**src/rtl/cpu_board_pkg.sv**
```systemverilog
// Shared encodings for the CPU board front end: debounce states, button bit
// positions and the browse-index width.
package cpu_board_pkg;

    localparam int unsigned IDX_W   = 4;
    localparam int unsigned NUM_BTN = 5;

    localparam int unsigned BTN_UP    = 0;
    localparam int unsigned BTN_DOWN  = 1;
    localparam int unsigned BTN_LEFT  = 2;
    localparam int unsigned BTN_RIGHT = 3;
    localparam int unsigned BTN_MID   = 4;

    typedef enum logic [1:0] {
        IDLE    = 2'b00,
        WAIT_HI = 2'b01,
        PRESSED = 2'b10,
        WAIT_LO = 2'b11
    } db_state_t;

endpackage

```
**src/rtl/debounce_fsm.sv**
```systemverilog
// One push-button: 2-flop synchroniser, stability counter and press/release FSM
// producing a clean level and a single-cycle press pulse.
module debounce_fsm
    import cpu_board_pkg::*;
#(
    parameter int unsigned DEBOUNCE_MAX = 1_000_000
) (
    input  logic clk,
    input  logic rst_n,
    input  logic raw,
    output logic level,
    output logic pulse
);

    localparam int unsigned     CNT_W    = (DEBOUNCE_MAX > 1) ? $clog2(DEBOUNCE_MAX) : 1;
    localparam logic [CNT_W-1:0] CNT_LAST = CNT_W'(DEBOUNCE_MAX - 1);

    logic             sync_meta;
    logic             sync;
    db_state_t        state;
    db_state_t        state_nxt;
    logic [CNT_W-1:0] cnt;
    logic [CNT_W-1:0] cnt_nxt;
    logic             level_nxt;
    logic             pulse_nxt;

    // Pads are asynchronous to the clock.
    always_ff @(posedge clk or negedge rst_n) begin
        if (!rst_n) begin
            sync_meta <= 1'b0;
            sync      <= 1'b0;
        end else begin
            sync_meta <= raw;
            sync      <= sync_meta;
        end
    end

    always_ff @(posedge clk or negedge rst_n) begin
        if (!rst_n) begin
            state <= IDLE;
            cnt   <= '0;
            level <= 1'b0;
            pulse <= 1'b0;
        end else begin
            state <= state_nxt;
            cnt   <= cnt_nxt;
            level <= level_nxt;
            pulse <= pulse_nxt;
        end
    end

    always_comb begin
        state_nxt = state;
        cnt_nxt   = cnt;
        level_nxt = level;
        pulse_nxt = 1'b0;
        case (state)
            IDLE: begin
                if (sync) begin
                    state_nxt = WAIT_HI;
                    cnt_nxt   = '0;
                end
            end
            WAIT_HI: begin
                if (!sync) begin
                    state_nxt = IDLE;
                    cnt_nxt   = '0;
                end else if (cnt == CNT_LAST) begin
                    state_nxt = PRESSED;
                    cnt_nxt   = '0;
                    level_nxt = 1'b1;
                    pulse_nxt = 1'b1;
                end else begin
                    cnt_nxt = cnt + CNT_W'(1);
                end
            end
            PRESSED: begin
                if (!sync) begin
                    state_nxt = WAIT_LO;
                    cnt_nxt   = '0;
                end
            end
            WAIT_LO: begin
                // A short dip while held is treated as bounce; no new pulse.
                if (sync) begin
                    state_nxt = PRESSED;
                    cnt_nxt   = '0;
                end else if (cnt == CNT_LAST) begin
                    state_nxt = IDLE;
                    cnt_nxt   = '0;
                    level_nxt = 1'b0;
                end else begin
                    cnt_nxt = cnt + CNT_W'(1);
                end
            end
            default: begin
                state_nxt = IDLE;
                cnt_nxt   = '0;
                level_nxt = 1'b0;
            end
        endcase
    end

endmodule

```
**src/rtl/button_nav.sv**
```systemverilog
// Board input stage: debounces the five buttons and keeps the 0..IDX_MAX
// data-memory browse index stepped by the left/right press pulses.
module button_nav
    import cpu_board_pkg::*;
#(
    parameter int unsigned DEBOUNCE_MAX = 1_000_000,
    parameter int unsigned IDX_MAX      = 9
) (
    input  logic               CLK_in,
    input  logic               reset,
    input  logic               button_up,
    input  logic               button_down,
    input  logic               button_left,
    input  logic               button_right,
    input  logic               button_middle,
    output logic [NUM_BTN-1:0] btn_level,
    output logic [NUM_BTN-1:0] btn_pulse,
    output logic [IDX_W-1:0]   idx,
    output logic [31:0]        i
);

    localparam logic [IDX_W-1:0] IDX_TOP = IDX_W'(IDX_MAX);

    logic [NUM_BTN-1:0] raw;
    logic [IDX_W-1:0]   idx_nxt;
    logic               step_r;
    logic               step_l;

    always_comb begin
        raw            = '0;
        raw[BTN_UP]    = button_up;
        raw[BTN_DOWN]  = button_down;
        raw[BTN_LEFT]  = button_left;
        raw[BTN_RIGHT] = button_right;
        raw[BTN_MID]   = button_middle;
    end

    for (genvar b = 0; b < NUM_BTN; b++) begin : g_btn
        debounce_fsm #(
            .DEBOUNCE_MAX(DEBOUNCE_MAX)
        ) u_db (
            .clk  (CLK_in),
            .rst_n(reset),
            .raw  (raw[b]),
            .level(btn_level[b]),
            .pulse(btn_pulse[b])
        );
    end

    assign step_r = btn_pulse[BTN_RIGHT];
    assign step_l = btn_pulse[BTN_LEFT];

    // Opposing pulses in the same cycle cancel.
    always_comb begin
        idx_nxt = idx;
        if (step_r && !step_l) begin
            idx_nxt = (idx == IDX_TOP) ? '0 : idx + IDX_W'(1);
        end else if (step_l && !step_r) begin
            idx_nxt = (idx == '0) ? IDX_TOP : idx - IDX_W'(1);
        end
    end

    always_ff @(posedge CLK_in or negedge reset) begin
        if (!reset) begin
            idx <= '0;
        end else begin
            idx <= idx_nxt;
        end
    end

    assign i = {24'h0, 2'b00, idx, 2'b00};

endmodule

```
**config.mk**
```make
export PLATFORM = sky130hd
export DESIGN_NAME = button_nav
export DESIGN_NICKNAME = d
export VERILOG_FILES = /design/src/rtl/cpu_board_pkg.sv /design/src/rtl/debounce_fsm.sv /design/src/rtl/button_nav.sv
export SDC_FILE = /design/constraint.sdc
export NUM_CORES = 1
export LEC_CHECK = 0
export CORE_MARGIN = 2
export CORE_UTILIZATION = 51
export CTS_BUF_LIST = sky130_fd_sc_hd__clkbuf_8 sky130_fd_sc_hd__clkbuf_16
export CTS_CLUSTER_SIZE = 25
export DETAILED_ROUTE_END_ITERATION = 8
export GPL_TIMING_DRIVEN = 0
export PLACE_DENSITY_LB_ADDON = 0.05
export SYNTH_ARGS = -nofsm -noshare
export SYNTH_HDL_FRONTEND = slang
export SYNTH_SLANG_ARGS = --single-unit
```
**constraint.sdc**
```tcl
create_clock -name CLK_in -period 6.67 [get_ports CLK_in]
set_clock_uncertainty 0.2 [all_clocks]
set_input_delay 0.667 -clock CLK_in [delete_from_list [all_inputs] [get_ports CLK_in]]
set_output_delay 0.667 -clock CLK_in [all_outputs]
set_load 0.02 [all_outputs]
```
### After elaboration in Yosys (flattened, before gate mapping)

Index checks and enable logic that the tools add are counted.

| storage, ports and cells | value |
|---|---|
| memories | 0 |
| flip-flop bits (word level) | 134 |
| bits in latches | 0 |
| output and inout port bits | 46 |
| bits in writable memories | 0 |
| bits in read-only memories | 0 |
| word-level logic and storage cells | 239 |
| bits of input ports | 7 |

| cells by class | value |
|---|---|
| order comparisons | 0 |
| shifts and indexed selects | 0 |
| reductions and logical operators | 31 |
| muxes and demuxes | 109 |
| equal/unequal tests | 61 |
| multiply operators | 0 |
| add/sub/neg operators | 7 |
| div/mod/pow operators | 0 |
| bitwise logic cells | 0 |

Operator list:

| kind | count |
|---|---|
| $mux W20 | 25 |
| $pmux W20 S4 | 5 |
| $add A20 B1 Y20 const B | 5 |
| $eq A20 B20 Y1 const B | 5 |
| $mux W2 | 30 |
| $ne A2 B1 Y1 const B | 20 |
| $pmux W2 S4 | 5 |
| $mux W1 | 35 |
| $reduce_and A5 Y1 | 5 |
| $eq A2 B2 Y1 const B | 10 |
| $ne A2 B2 Y1 const B | 10 |
| $reduce_and A4 Y1 | 5 |
| $mux W4 | 4 |
| $ne A3 B1 Y1 const B | 5 |
| $ne A3 B3 Y1 const B | 5 |
| $reduce_bool A2 Y1 | 6 |
| $eq A2 B1 Y1 const B | 5 |
| $logic_not A2 Y1 | 5 |
| $pmux W1 S2 | 5 |
| $reduce_and A2 Y1 | 5 |
| $add A4 B1 Y4 const B | 1 |
| $eq A4 B4 Y1 const B | 1 |
| $logic_not A4 Y1 | 1 |
| $sub A4 B1 Y4 const B | 1 |
| 2 further kinds | 4 |

### Longest topological paths before layout

| logic depth | value |
|---|---|
| depth after elaboration | 4 |
| mapped depth | 9 |
| depth with buffers taken out | 7 |

### Hierarchy

A second synthesis with hierarchy kept.

| unflattened totals | value |
|---|---|
| cell total of the unflattened synthesis | 820 |
| area, all modules | 7563.5 um^2 |

Modules (own cells, without submodules):

| module | sequential area each (um^2) | area an instance (um^2) | cells each | times used |
|---|---|---|---|---|
| debounce_fsm (g_btn[0].u_db ...) | 650.6 | 1386.3 | 149 | 4 |
| debounce_fsm (g_btn[4].u_db) | 650.6 | 1481.4 | 160 | 1 |
| button_nav | 100.1 | 536.8 | 64 | 1 |

### Worst setup path before layout

OpenSTA, ideal clock, no wires.

| path | value |
|---|---|
| kind | register to register |
| start | register g_btn[2].u_db.cnt[13] |
| end | register g_btn[2].u_db.cnt[1] |
| data required time | 6.349 ns |
| period minus slack after synthesis | 2.219 ns |
| setup time | 0.121 ns |
| arrival time | 1.898 ns |
| buffers on the path | 2 |
| path slack | 4.451 ns |
| stages on the path, launching flop included | 7 |
| cells stage by stage | dfrtp_1 > or4_4 > nor4_4 > a21oi_2 > buf_6 > buf_8 > a22o_1 |

| on the way | value |
|---|---|
| cells in the longest elaborated chain, start to end | 4 |
| elaborated cells on any way between the ends | 5 |
| those cells by class | eq/ne: 1; mux: 4 |

RTL lines:

| item | line | source |
|---|---|---|
| start: declaration | debounce_fsm.sv:22 | `logic [CNT_W-1:0] cnt;` |
| start signal: assignment | debounce_fsm.sv:46 | `cnt <= cnt_nxt;` |
| $eq A20 B20 Y1 * | debounce_fsm.sv:68, debounce_fsm.sv:88 |  |
| $mux W20 * | debounce_fsm.sv:68, debounce_fsm.sv:88 |  |
| $mux W20, on equally long branches | debounce_fsm.sv:85, debounce_fsm.sv:65 |  |
| $pmux W20 S4 * | debounce_fsm.sv:57 | `case (state)` |

Mark *: on every way between the ends. The rest lies on a longest branch, timed or not.
A chain may end at the register's enable or synchronous reset.

### Worst setup path after layout

| path | value |
|---|---|
| start | register g_btn[0].u_db.cnt[0] |
| end | register g_btn[0].u_db.cnt[18] |

| on the way | value |
|---|---|
| cells in the longest elaborated chain, start to end | 4 |
| elaborated cells on any way between the ends | 6 |
| those cells by class | add/sub: 1; eq/ne: 1; mux: 4 |

RTL lines:

| item | line |
|---|---|
| start: declaration | debounce_fsm.sv:22 |
| start signal: assignment | debounce_fsm.sv:46 |
| $add A20 B1 Y20 / $eq A20 B20 Y1 (equally long branches) | -- |
| $mux W20 * | debounce_fsm.sv:68, debounce_fsm.sv:88 |
| $mux W20, on equally long branches | debounce_fsm.sv:85, debounce_fsm.sv:65 |
| $pmux W20 S4 * | debounce_fsm.sv:57 |

Marks and branches as above.

==> impl_summary.md <==
STA
Setup violations remaining at the end of the flow were counted as 0. Summed over all failing endpoints, the final setup total negative slack is 0 ns. The worst-margin pin slew is 1.09 ns. The number of hold-slack violations in the final timing report is 0. Hold is met by 0.149 ns.

Headroom to the max-slew limit came out at 0.269. The minimum period implied by the final worst setup slack is 2.52 ns. The achievable frequency is 397 MHz.

Setup repair after global routing left no endpoint under its margin. The final max-slew violation count is 0. The final critical-path share of the clock period is 0.378.

Critical path
The worst register-to-register path has a setup slack of 4.15 ns. The worst register-to-register path begins at g_btn[0].u_db.cnt[0]. The launching element type of the critical path is a flop. The worst path arrival time is 2.62 ns. The logic depth of the worst register-to-register path is 8. STA classifies the critical path endpoint as a flop.

Data on the critical path is required at its endpoint by 6.77 ns. The endpoint identified for the worst register-to-register timing path is g_btn[0].u_db.cnt[18]. The capturing instance or port of the critical path is g_btn[0].u_db.cnt[18]. The start-to-end type of the worst setup path is reg2reg. The maximum fanout along the worst path is 10. The critical path starts at g_btn[0].u_db.cnt[0].

Pwr
The switching power total is 455 µW. The cell-internal power is 1.54 mW. IR analysis of the VDD net gives a maximum drop of 181 µV. The sequential power share is 0.423. The overall power after layout is 2.00 mW. Of the total power, the clock network draws 0.515.

For this design the static power due to leakage is 3.70 nW. The switching share of power is 0.228. The share of total power dissipated in combinational logic is 0.062.

Dividing total power by cell area gives a power density of 233 nW/µm².

Clocking
The insertion delay of the later-clocked pin in the worst-skew pair is 0.42 ns. The total CTS buffers is 17. Counting along the longest clock path gives a buffer depth of 2.

The H-tree level count is 4. The number of gates resized after cts is 0. The number of buffers inserted to repair setup after CTS is 0. The library cell used as clock root buffer is clkbuf_16. The clock tree from TritonCTS is yes.

The number of hold buffers added after cts is 1. Clock-pin slew was measured on the worst setup and hold paths at 0.06 ns. The clock net in this run drives a total of 134 sinks.

Job
The max capacitance violation total is 0.

Finish
The number of antenna diodes is 0. The synthesis-to-finish area growth is 17.1%. The final-stage net count is 885. The combined flip-flop and latch cell area is 3350 µm². The library cells used most frequently in the layout, excluding fill and tap cells, are dfrtp_1, nand2_1, a21oi_1, a31oi_1, nand3_1. The number of non-filler instances in the completed layout is 1064. In the final layout, the share of cells above drive strength 1 is 0.124. The number of filler instances in the final layout is 1212. The multi-input combinational cells in the finished layout cover a total of 3470 µm². The library cell used most frequently in the layout, excluding fill and tap cells, is dfrtp_1.

Yosys
The count of cell types in the netlist is 63. The post-synthesis sequential element count is 134. Summing every instance area after synthesis gives 7320 µm².

Yosys attributes the largest share of cell area to dfrtp_1, a31oi_1, a21oi_1. In this run the mean area of a mapped cell was 9.15 µm². The largest area contributor in the synthesized netlist is dfrtp_1. For this run, the register share of the synthesized area comes to 0.458.

The most frequently used flop master after synthesis is dfrtp_1. The synthesized instance count is 800. For this run, the number of Yosys warnings is 0. After synthesis, the share of flip-flops with an asynchronous set or reset is 1.00. Yosys mapped a number of flops with a built-in enable equal to 0. The share of the synthesized area in the top cell type is 0.458.

Detailed routing
The total iterations of the first detailed-routing run is 5. The detailed-route wire length per cell is 15.1 µm. Wires add up to 16.1 mm. The total DRC errors in the routed layout is 0. The iteration-0 DRC count of the detailed router is 487. The number of nets with antenna violations after detailed routing is 0. The detailed router placed 6226 vias in this run. The post-detailed-route via-to-cell ratio is 5.85.

Placement
The post-DP HPWL is 10.9 mm. The count of buffers inserted at the top-level ports is 24. The post-placement cell count is 1032. The placer congestion estimate is 0.846.

Status
The flow ran to the end, and the final reports show no timing, DRC or antenna violations.

Global routing
Entering global routing, the biggest net connects 101 pins. The number of global-route vias before repair came to 5749. The number of antenna violations at the first check in global routing is 0. Summed over all layers, the global routing overflow is 0. The wire length of the first global-routing pass is 27.0 mm.

Across every metal layer, demand over resource in global routing totals 0.222.

Floorplanning
The core region area is 13900 µm². The count of standard-cell rows is 43. The die height is 124 µm. The starting density of the core is 0.525. The x dimension of the die is 124 µm. 53 I/O pins were placed.

The total die area is 15300 µm².

Worst hold path
The path class of the tightest hold or removal check is reg2reg.
how the worst min path moves through the flow:
| stage | from | endpoint | slack [ns] | cells after the start |
|---|---|---|---|---|
| after floorplan | g_btn[0].u_db.sync_meta | g_btn[0].u_db.sync | 0.13 | 0 |
| after global placement | g_btn[2].u_db.sync_meta | g_btn[2].u_db.sync | 0.13 | 0 |
| after CTS | g_btn[1].u_db.sync_meta | g_btn[1].u_db.sync | 0.15 | 0 |
| final | g_btn[3].u_db.sync_meta | g_btn[3].u_db.sync | 0.15 | 0 |
| after global routing | g_btn[1].u_db.sync_meta | g_btn[1].u_db.sync | 0.15 | 0 |
| after detailed placement | g_btn[1].u_db.sync_meta | g_btn[1].u_db.sync | 0.14 | 0 |
critical path: stages (launching register included):
cell and delay, ns:
dfrtp_1 0.38, ha_1 0.22, nand3_1 0.17, nor2_1 0.51, a31oi_1 0.26, buf_4 0.24
buf_6 0.15, a32oi_1 0.19, nand2_1 0.08
logic make-up after synthesis:
kind of cell / synth area share
fa+ha+maj: 0.0103
other cells: 0.000512
buf+inv: 0.0822
compound gates: 0.202
xor+xnor: 0.0120
flops: 0.458
simple gates: 0.222
mux: 0.0130
per-layer routing:
metal  routed length, µm  GRT usage  part of all wire
met5                   0          0                 0
met3                 846     0.0490             0.053
met2                7810      0.362              0.48
met1                7190      0.293              0.45
met4                 257     0.0767             0.016
power by group through the flow:
| stage | Sequential [mW] | Combinational, mW | Clock, mW |
|---|---|---|---|
| final | 0.845 | 0.124 | 1.03 |
| after global routing | 0.847 | 0.141 | 1.08 |
| after CTS | 0.845 | 0.125 | 1.04 |
| after detailed placement | 0.859 | 0.123 | 0 |
| after global placement | 0.859 | 0.118 | 0 |
| after floorplan | 0.855 | 0.0835 | 0 |
synth_stat cells (all sizes together), types with 6 or more instances:
master and number:
nor4 13, or4 6, ha 6, o21ai 44, xor2 7, nand3 52, a22o 8, or3 6
and3 19, nor3 16, nor2 39, dfrtp 134, a21oi 68, nand2b 13, a31oi 58, clkbuf 18
a21o 7, buf 56, nand4 18, a41oi 17, inv 27, nand2 87, and2 10
per-stage QoR:
step	instance area, µm²	setup WS (ns)	utilization
after floorplan	7420	4.45	-
after global placement	7890	-0.615	0.566
after detailed placement	7920	4.18	0.568
after CTS	8570	4.16	0.615
after global routing	8570	3.97	0.615
final	8570	4.15	0.615
final cells by class:
| class | instances | share of cell area |
|---|---|---|
| multi-input cells | 592 | 0.405 |
| repair buffers | 26 | 0.0326 |
| clock buffers | 18 | 0.0512 |
| clock inverters | 13 | 0.0239 |
| flip-flops and latches | 134 | 0.391 |
| well taps | 180 | 0.0263 |
| plain buffers | 74 | 0.0584 |
| inverters | 27 | 0.0118 |
flip-flops by register name (all words and copies together) (netlist names), named ones only:
name / cells
g_btn.u_db.level: 5
g_btn.u_db.pulse: 5
g_btn.u_db.sync_meta: 5
g_btn.u_db.sync: 5
g_btn.u_db.cnt: 100
idx: 4
g_btn.u_db.state: 5
Power figures use the tool's default switching activity.
